File: config.mk
export PLATFORM = sky130hd
export DESIGN_NAME = laplace_tap_accumulator_flat
export DESIGN_NICKNAME = d
export VERILOG_FILES = /design/src/rtl/laplace_tap_accumulator_if.sv /design/src/rtl/laplace_tap_accumulator.sv /design/src/flat_wrapper.sv
export SDC_FILE = /design/constraint.sdc
export NUM_CORES = 1
export LEC_CHECK = 0
export CAP_MARGIN = 20
export CORE_ASPECT_RATIO = 0.7
export CORE_MARGIN = 2
export CORE_UTILIZATION = 45
export CTS_CLUSTER_DIAMETER = 120
export CTS_CLUSTER_SIZE = 16
export DETAILED_ROUTE_END_ITERATION = 12
export GPL_ROUTABILITY_DRIVEN = 0
export GPL_TIMING_DRIVEN = 0
export PLACE_DENSITY = 0.76
export SLEW_MARGIN = 15
export SYNTH_ARGS = -nofsm -noshare
export SYNTH_HDL_FRONTEND = slang
export SYNTH_SLANG_ARGS = --single-unit
File: constraint.sdc
create_clock -name clk -period 2.5 [get_ports clk]
set_input_delay 0.75 -clock clk [delete_from_list [all_inputs] [get_ports clk]]
set_output_delay 0.75 -clock clk [all_outputs]
set_load 0.03 [all_outputs]
File: src/rtl/laplace_tap_accumulator_if.sv
// Valid/ready bus for the Laplacian tap accumulator: pixel stream in, edge pixel out.
// master drives the input beats and out_ready; slave is the accumulator.
interface laplace_tap_accumulator_if #(
  parameter int DATA_W = 8
);
  logic              in_valid;
  logic              in_ready;
  logic [DATA_W-1:0] in_pixel;
  logic              in_first;
  logic              out_valid;
  logic              out_ready;
  logic [DATA_W-1:0] out_pixel;
  logic              err;

  modport master (
    output in_valid, in_pixel, in_first, out_ready,
    input  in_ready, out_valid, out_pixel, err
  );

  modport slave (
    input  in_valid, in_pixel, in_first, out_ready,
    output in_ready, out_valid, out_pixel, err
  );
endinterface

File: src/rtl/laplace_tap_accumulator.sv
// Serial 5-tap 4-neighbour Laplacian (4*C - U - D - L - R) with one clamped pixel per window.
// Build option LAPLACE_ABS_EN: output min(|acc|, max pixel) instead of clamping negatives to 0.
module laplace_tap_accumulator #(
  parameter int DATA_W = 8,
  parameter int ACC_W  = 11,
  parameter int TAPS   = 5
) (
  input logic                      clk,
  input logic                      rst,
  laplace_tap_accumulator_if.slave bus
);
  // state | meaning
  // IDLE  | waiting for tap 0 (center beat, in_first=1)
  // ACC   | subtracting neighbour taps 1..TAPS-1
  // OUT   | result presented, held until out_ready
  typedef enum logic [1:0] {IDLE, ACC, OUT} state_t;

  localparam int                      CNT_W    = $clog2(TAPS);
  localparam logic [CNT_W-1:0]        CNT_LOAD = CNT_W'(TAPS - 1);
  localparam logic signed [ACC_W-1:0] PIX_MAX  = ACC_W'((1 << DATA_W) - 1);

  state_t                  state_q, state_d;
  logic signed [ACC_W-1:0] acc_q, acc_d, acc_tap0, acc_sub;
  logic [CNT_W-1:0]        taps_left_q, taps_left_d;
  logic [DATA_W-1:0]       pix_q, pix_d;
  logic                    err_q, err_d;
  logic                    in_ready, accept;

  function automatic logic [DATA_W-1:0] clamp(input logic signed [ACC_W-1:0] a);
    logic signed [ACC_W-1:0] m;
`ifdef LAPLACE_ABS_EN
    m = a[ACC_W-1] ? -a : a;
`else
    m = a[ACC_W-1] ? '0 : a;
`endif
    if (m > PIX_MAX) clamp = '1;
    else             clamp = m[DATA_W-1:0];
  endfunction

  assign acc_tap0 = $signed({{(ACC_W-DATA_W-2){1'b0}}, bus.in_pixel, 2'b00});
  assign acc_sub  = acc_q - $signed({{(ACC_W-DATA_W){1'b0}}, bus.in_pixel});

  assign in_ready      = !rst && (state_q != OUT);
  assign accept        = bus.in_valid && in_ready;
  assign bus.in_ready  = in_ready;
  assign bus.out_valid = (state_q == OUT);
  assign bus.out_pixel = pix_q;
  assign bus.err       = err_q;

  always_ff @(posedge clk) begin
    if (rst) begin
      state_q     <= IDLE;
      acc_q       <= '0;
      taps_left_q <= '0;
      pix_q       <= '0;
      err_q       <= 1'b0;
    end else begin
      state_q     <= state_d;
      acc_q       <= acc_d;
      taps_left_q <= taps_left_d;
      pix_q       <= pix_d;
      err_q       <= err_d;
    end
  end

  always_comb begin
    state_d     = state_q;
    acc_d       = acc_q;
    taps_left_d = taps_left_q;
    pix_d       = pix_q;
    err_d       = 1'b0;
    case (state_q)
      IDLE: begin
        if (accept) begin
          if (bus.in_first) begin
            acc_d       = acc_tap0;
            taps_left_d = CNT_LOAD;
            state_d     = ACC;
          end else begin
            err_d = 1'b1;
          end
        end
      end
      ACC: begin
        if (accept) begin
          // a new center mid-window restarts the window on this beat
          if (bus.in_first) begin
            acc_d       = acc_tap0;
            taps_left_d = CNT_LOAD;
            err_d       = 1'b1;
          end else begin
            acc_d       = acc_sub;
            taps_left_d = taps_left_q - CNT_W'(1);
            if (taps_left_q == CNT_W'(1)) begin
              pix_d   = clamp(acc_sub);
              state_d = OUT;
            end
          end
        end
      end
      OUT: begin
        if (bus.out_ready) state_d = IDLE;
      end
      default: state_d = IDLE;
    endcase
  end
endmodule

File: src/flat_wrapper.sv
// flat-port wrapper written by rule: the top's interface ports become plain ports
module laplace_tap_accumulator_flat 
#(
  parameter int DATA_W = 8,
  parameter int ACC_W  = 11,
  parameter int TAPS   = 5
)
  (clk, rst, bus_in_valid, bus_in_pixel, bus_in_first, bus_out_ready, bus_in_ready, bus_out_valid, bus_out_pixel, bus_err);
  laplace_tap_accumulator_if #(.DATA_W(DATA_W)) bus_i ();
  input logic clk;
  input logic rst;
  input wire logic [$bits(bus_i.in_valid)-1:0] bus_in_valid;
  input wire logic [$bits(bus_i.in_pixel)-1:0] bus_in_pixel;
  input wire logic [$bits(bus_i.in_first)-1:0] bus_in_first;
  input wire logic [$bits(bus_i.out_ready)-1:0] bus_out_ready;
  output wire logic [$bits(bus_i.in_ready)-1:0] bus_in_ready;
  output wire logic [$bits(bus_i.out_valid)-1:0] bus_out_valid;
  output wire logic [$bits(bus_i.out_pixel)-1:0] bus_out_pixel;
  output wire logic [$bits(bus_i.err)-1:0] bus_err;
  assign bus_i.in_valid = bus_in_valid;
  assign bus_i.in_pixel = bus_in_pixel;
  assign bus_i.in_first = bus_in_first;
  assign bus_i.out_ready = bus_out_ready;
  assign bus_in_ready = bus_i.in_ready;
  assign bus_out_valid = bus_i.out_valid;
  assign bus_out_pixel = bus_i.out_pixel;
  assign bus_err = bus_i.err;
  laplace_tap_accumulator #(.DATA_W(DATA_W), .ACC_W(ACC_W), .TAPS(TAPS)) u_core (.clk(clk), .rst(rst), .bus(bus_i));
endmodule
# After elaboration in Yosys (flattened, before gate mapping)
# Cells that the tools add are included.
[op_classes] addsub=2 order_cmp=1 eq_ne=10 mux=24 bitwise_logic=1 n_reduce_logical=8
[op_table] cell="$mux 11" n=4
[op_table] cell="$pmux 11 s2" n=1
[op_table] cell="$mux 2" n=6
[op_table] cell="$mux 3" n=4
[op_table] cell="$gt 11x9->1 const B" n=1
[op_table] cell="$sub 11x9->11" n=1
[op_table] cell="$mux 10" n=1
[op_table] cell="$mux 8" n=1
[op_table] cell="$ne 2x2->1 const B" n=4
[op_table] cell="$reduce_and 4->1" n=2
[op_table] cell="$ne 2x1->1 const B" n=3
[op_table] cell="$pmux 2 s3" n=1
[op_table] cell="$pmux 3 s2" n=1
[op_table] cell="$reduce_and 6->1" n=1
[op_table] cell="$mux 1" n=4
[op_table] cell="$eq 3x1->1 const B" n=1
[op_table] cell="$sub 3x1->3 const B" n=1
[op_table] cell="$eq 2x1->1 const B" n=1
[op_table] cell="$eq 2x2->1 const B" n=1
[op_table] cell="$logic_and 1x1->1" n=2
[op_table] cell="$logic_not 2->1" n=1
[op_table] cell="$pmux 1 s2" n=1
[op_table] cell="$reduce_bool 2->1" n=1
[op_table] cell="$logic_not 1->1" n=1
[op_table] cell="$not 1->1" n=1
[word_totals] reg_bits=25 in_bits=13 out_inout_bits=11 word_cells=51

# Depth between registers and ports, before layout
# Gate-level depths: netlist (run 1).
[depth] ltp_word=5 mapped_depth=9 depth_no_buf=9

# Worst setup path before layout (run 1)
# OpenSTA, ideal clock, no wires.
[synth_path] kind="input-to-reg" start="in bus_in_pixel[0]" end="reg u_core.pix_q[2] (netlist: u_core.bus.out_pixel[2])" t_arrival_ps=2496 required_time_ps=2357 path_slack_ps=-139 stages=8 n_path_buf=0 path_cell_list="ha_1 > fa_1 > nor2b_1 > o31a_1 > o21ai_2 > and3_1 > o21ai_1 > o211ai_1"
[synth_via] elab_chain_cells=4
[synth_lines] element="start, declared" line="flat_wrapper.sv:13" source="input wire logic [$bits(bus_i.in_pixel)-1:0] bus_in_pixel;"
[synth_lines] element="$sub 11x9->11 (*)" line="laplace_tap_accumulator.sv:41" source="assign acc_sub = acc_q - $signed({{(ACC_W-DATA_W){1'b0}}, bus.in_pixel});"
[synth_lines] element="$mux 10 (*)" line="laplace_tap_accumulator.sv:34" source="m = a[ACC_W-1] ? '0 : a;"
[synth_lines] element="$gt 11x9->1" line="laplace_tap_accumulator.sv:36" source="if (m > PIX_MAX) clamp = '1;"
[synth_lines] element="$mux 8 (*)" line="laplace_tap_accumulator.sv:36"
[synth_lines] element="end signal, assigned" line="laplace_tap_accumulator.sv:61" source="pix_q <= pix_d;"
[synth_lines] element="end, declared" line="laplace_tap_accumulator.sv:25" source="logic [DATA_W-1:0] pix_q, pix_d;"
# Mark *: on every way between the ends. The rest lies on a longest branch, timed or not.
# A chain may end at the register's enable or synchronous reset.

# Worst setup path in the final report (run 1)
[layout_path] start="in bus_in_pixel[0]" end="reg u_core.pix_q[7] (netlist: u_core.bus.out_pixel[7])"
# The elaborated chain is that of the path after synthesis.

==> run_results.csv, run 1 <==
group,metric,value,unit
sta,hold_slack,0.481,ns
final_layout,area_delta_synth_final,40.7,%
yosys,yosysSeqAreaShare,32.3,%
sta,hold_viol_final,0,
clock_network,hold_buffers,0,
global_route,grt_pass1_vias,1341,
placement,dp_slack,-0.867,ns
setup_path,worstSetupStartpointType,"primary input",
outcome,failed_checks,"setup timing",
sta,setup_ws,-0.0870,ns
clock_network,root_buffer,"clkbuf_8",
sta,min_period,2.59,ns
setup_path,startpoint,"bus_in_pixel[0]",
floorplanning,dieArea,3930,um2
floorplanning,die_x,74.1,um
setup_path,timing.rr.end,"u_core.bus.out_pixel[7]",
final_layout,drive_above_1_share,26.5,%
outcome,run_status,"complete, but fails checks",
floorplanning,rows,17,
yosys,synth_common_cells,"dfxtp_1 (25), nor2_1 (21), a21oi_1 (16)",
detailed_routing,drc,0,
detailed_routing,vias_per_cell,5.51,
clock_network,cts_tree,"done",
global_route,grtUsageTotal,22.6,%
sta,finalMaxSlewViolations,0,
worst_hold_path,hold_class,"register to register",
yosys,yosysTopAreaCellShare,32.3,%
detailed_routing,first_pass_iters,4,
yosys,ys_ff_latch,25,
placement,placed_cells,263,
final_layout,num_antenna_cells,0,
sta,fmax,0.387,GHz
job,maxCapViolCount,0,
sta,tns,-0.482,ns
setup_path,endpoint,"u_core.bus.out_pixel[7]",
sta,fin_skew,0.00493,ns
setup_path,crit_arrival,2.74,ns
setup_path,r2r-start,"u_core.acc_q[0]",
floorplanning,ios,24,
setup_path,reg2reg_depth,10,
yosys,yosysTopAreaCell,"dfxtp_1",
floorplanning,die_height,53.1,um
detailed_routing,ant_nets,0,
yosys,synth_cell_types,40,
clock_network,worst_skew_pair.late_latency,0.28,ns
final_layout,nNetsFinal,264,
clock_network,path_clk_slew,0.10,ns
yosys,synth-async-reset-ratio,0,%
setup_path,rrSetupSlack,0.06,ns
setup_path,critPathKind,"primary input to register",
sta,finalSetupViolations,8,
yosys,syn_area,1550,um2
floorplanning,initial_core_util,48.2,%
global_route,antenna_found_initial,0,
detailed_routing,vias,1569,
clock_network,cts_buffer_depth,2,
clock_network,cts_sinks,25,
yosys,avgSynthCellArea,7.98,um2
power,p_total,0.948,mW
yosys,ys.flop_type,"dfxtp_1",
clock_network,cts_inserted_buffers,3,
detailed_routing,finalWirelength,4210,um
yosys,syn_inst,194,
global_route,overflow,0,
clock_network,cts_max_level,1,
global_route,grt_max_degree,17,
yosys,yosysMostFrequentCell,"dfxtp_1",
detailed_routing,first_iter_violations,123,
yosys,yosysWarnings,0,
global_route,grt_first_pass_wirelength,6580,um
detailed_routing,wire_per_inst,14.8,um
yosys,synthTopCellsByArea,"dfxtp_1 (32%), ha_1 (8.9%), o211ai_1 (5.3%)",
power,p_leak,0.849,nW
floorplanning,core,3210,um2
final_layout,nFillCells,255,
setup_path,cp_max_fo,8,
setup_path,end_kind,"register",
sta,worst_slew_pin_slew,0.627,ns
placement,hpwl,2760,um
setup_path,cp.required,2.65,ns
placement,io_buffers,22,
yosys,synth_edf_count,0,
sta,finalCritPeriodShare,103,%
sta,slew_headroom,58.1,%
final_layout,final_cells,285,
power,vdd_drop_max,0.238,mV
power,power_density,435,nW/um2
sta,rsz0062_at_grt,"true",
yosys,syn_nets,219,
power by group:
| part | internal [mW] | switching, mW | total [mW] | leakage, nW |
|---|---|---|---|---|
| clock | 0.117 | 0.149 | 0.267 | 0.0261 |
| sequential | 0.411 | 0.0139 | 0.424 | 0.203 |
| combinational | 0.126 | 0.131 | 0.256 | 0.620 |
| total | 0.654 | 0.294 | 0.948 | 0.849 |
how the worst min path moves through the flow:
stage	depth (start not counted)	end	from
floorplan	2	u_core.acc_q[4]	u_core.acc_q[4]
global placement	2	u_core.bus.out_pixel[1]	u_core.bus.out_pixel[1]
detailed placement	2	u_core.bus.out_pixel[1]	u_core.bus.out_pixel[1]
CTS	2	u_core.bus.out_pixel[1]	u_core.bus.out_pixel[1]
global route	2	u_core.bus.out_pixel[1]	u_core.bus.out_pixel[1]
finish	2	u_core.bus.out_pixel[3]	u_core.bus.out_pixel[3]
registers in the layout, summed over array words and instances, names as in the netlist:
| signal | count |
|---|---|
| u_core.acc_q | 11 |
| u_core.bus.out_pixel | 8 |
| u_core.taps_left_q | 3 |
| u_core.state_q | 2 |
| u_core.bus.err | 1 |
metrics by stage:
step | area [um2] | utilization (%)
finish | 2180 | 67.8
global route | 2180 | 67.8
CTS | 2100 | 65.4
detailed placement | 1880 | 58.6
global placement | 1880 | 58.6
floorplan | 1600 | -
worst max-delay path, stage by stage:
cell,delay (ns)
buf_8,0.10
ha_4,0.15
fa_2,0.37
nor2b_4,0.13
o31a_1,0.33
buf_4,0.19
o211ai_1,0.09
mux2_4,0.30
o2111ai_4,0.16
o211ai_1,0.16
routing by layer:
metal / part of all wire (%) / global-route usage [%] / vias up / wire, um
li1: - / - / 787 / -
met1: 49 / 33.2 / 738 / 2070
met2: 44 / 33.8 / 37 / 1860
met3: 5.3 / 4.57 / 7 / 222
met4: 1.1 / 4.85 / 0 / 45
met5: 0 / 0 / - / 0
cells by family after synthesis:
logic type	after synthesis	synth area share, %
fa+ha+maj	12	10.2
flops	25	32.3
compound gates	63	27.2
buf+inv	19	4.69
simple gates	70	22.5
mux	2	1.37
xor+xnor	3	1.70
repair_timing:
action	in CTS	in global routing
endpoints found under the setup margin	15	18
setup buffers	12	6
pin swaps	20	16
resized for setup	52	12
layout by cell type, fill, tap and decap left out, types with 2 or more instances in the layout:
cell type        synthesis  layout
dfxtp_1                 25      25
nor2_1                  21      21
buf_4                    0      18
a21oi_1                 16      14
nand2_1                 14      14
clkdlybuf4s50_1          0      13
o21ai_0                 12      11
o211ai_1                11      11
nor3_1                  11      10
ha_4                     0       7
inv_2                    0       6
inv_1                   12       6
buf_2                    1       6
a21o_1                   6       6
nand2b_1                 5       5
o21a_1                   4       4
nor3b_1                  4       4
ha_1                    11       4
nor2b_1                  4       3
xor2_1                   3       3
clkbuf_1                 5       3
clkbuf_8                 0       3
o31a_1                   2       2
o21ai_4                  0       2
clkbuf_2                 0       2
nand3_1                  2       2
a211oi_1                 3       2
nand3b_1                 2       2
dlygate4sd2_1            0       2
layout make-up:
class / count / area, um2 / area share [%]
clock inverter: 1 / 8.76 / 0.402
timing repair buffer: 40 / 340 / 15.6
multi-input combinational: 150 / 1150 / 52.9
inverter: 12 / 45.0 / 2.07
buffer: 7 / 31.3 / 1.44
sequential: 25 / 500 / 23.0
clock buffer: 3 / 41.3 / 1.90
tap: 47 / 58.8 / 2.70
No activity file was read; power rests on OpenSTA's default activity.
==> inputs of run 2 (changes only) <==
--- a/config.mk
+++ b/config.mk
@@ -5,7 +5,7 @@
 export SDC_FILE = /design/constraint.sdc
 export NUM_CORES = 1
 export LEC_CHECK = 0
-export CAP_MARGIN = 20
+export CAP_MARGIN = 40
 export CORE_ASPECT_RATIO = 0.7
 export CORE_MARGIN = 2
 export CORE_UTILIZATION = 45
==> results of run 2 <==
No change in the layout: final DEF, timing and power equal those of run 1.
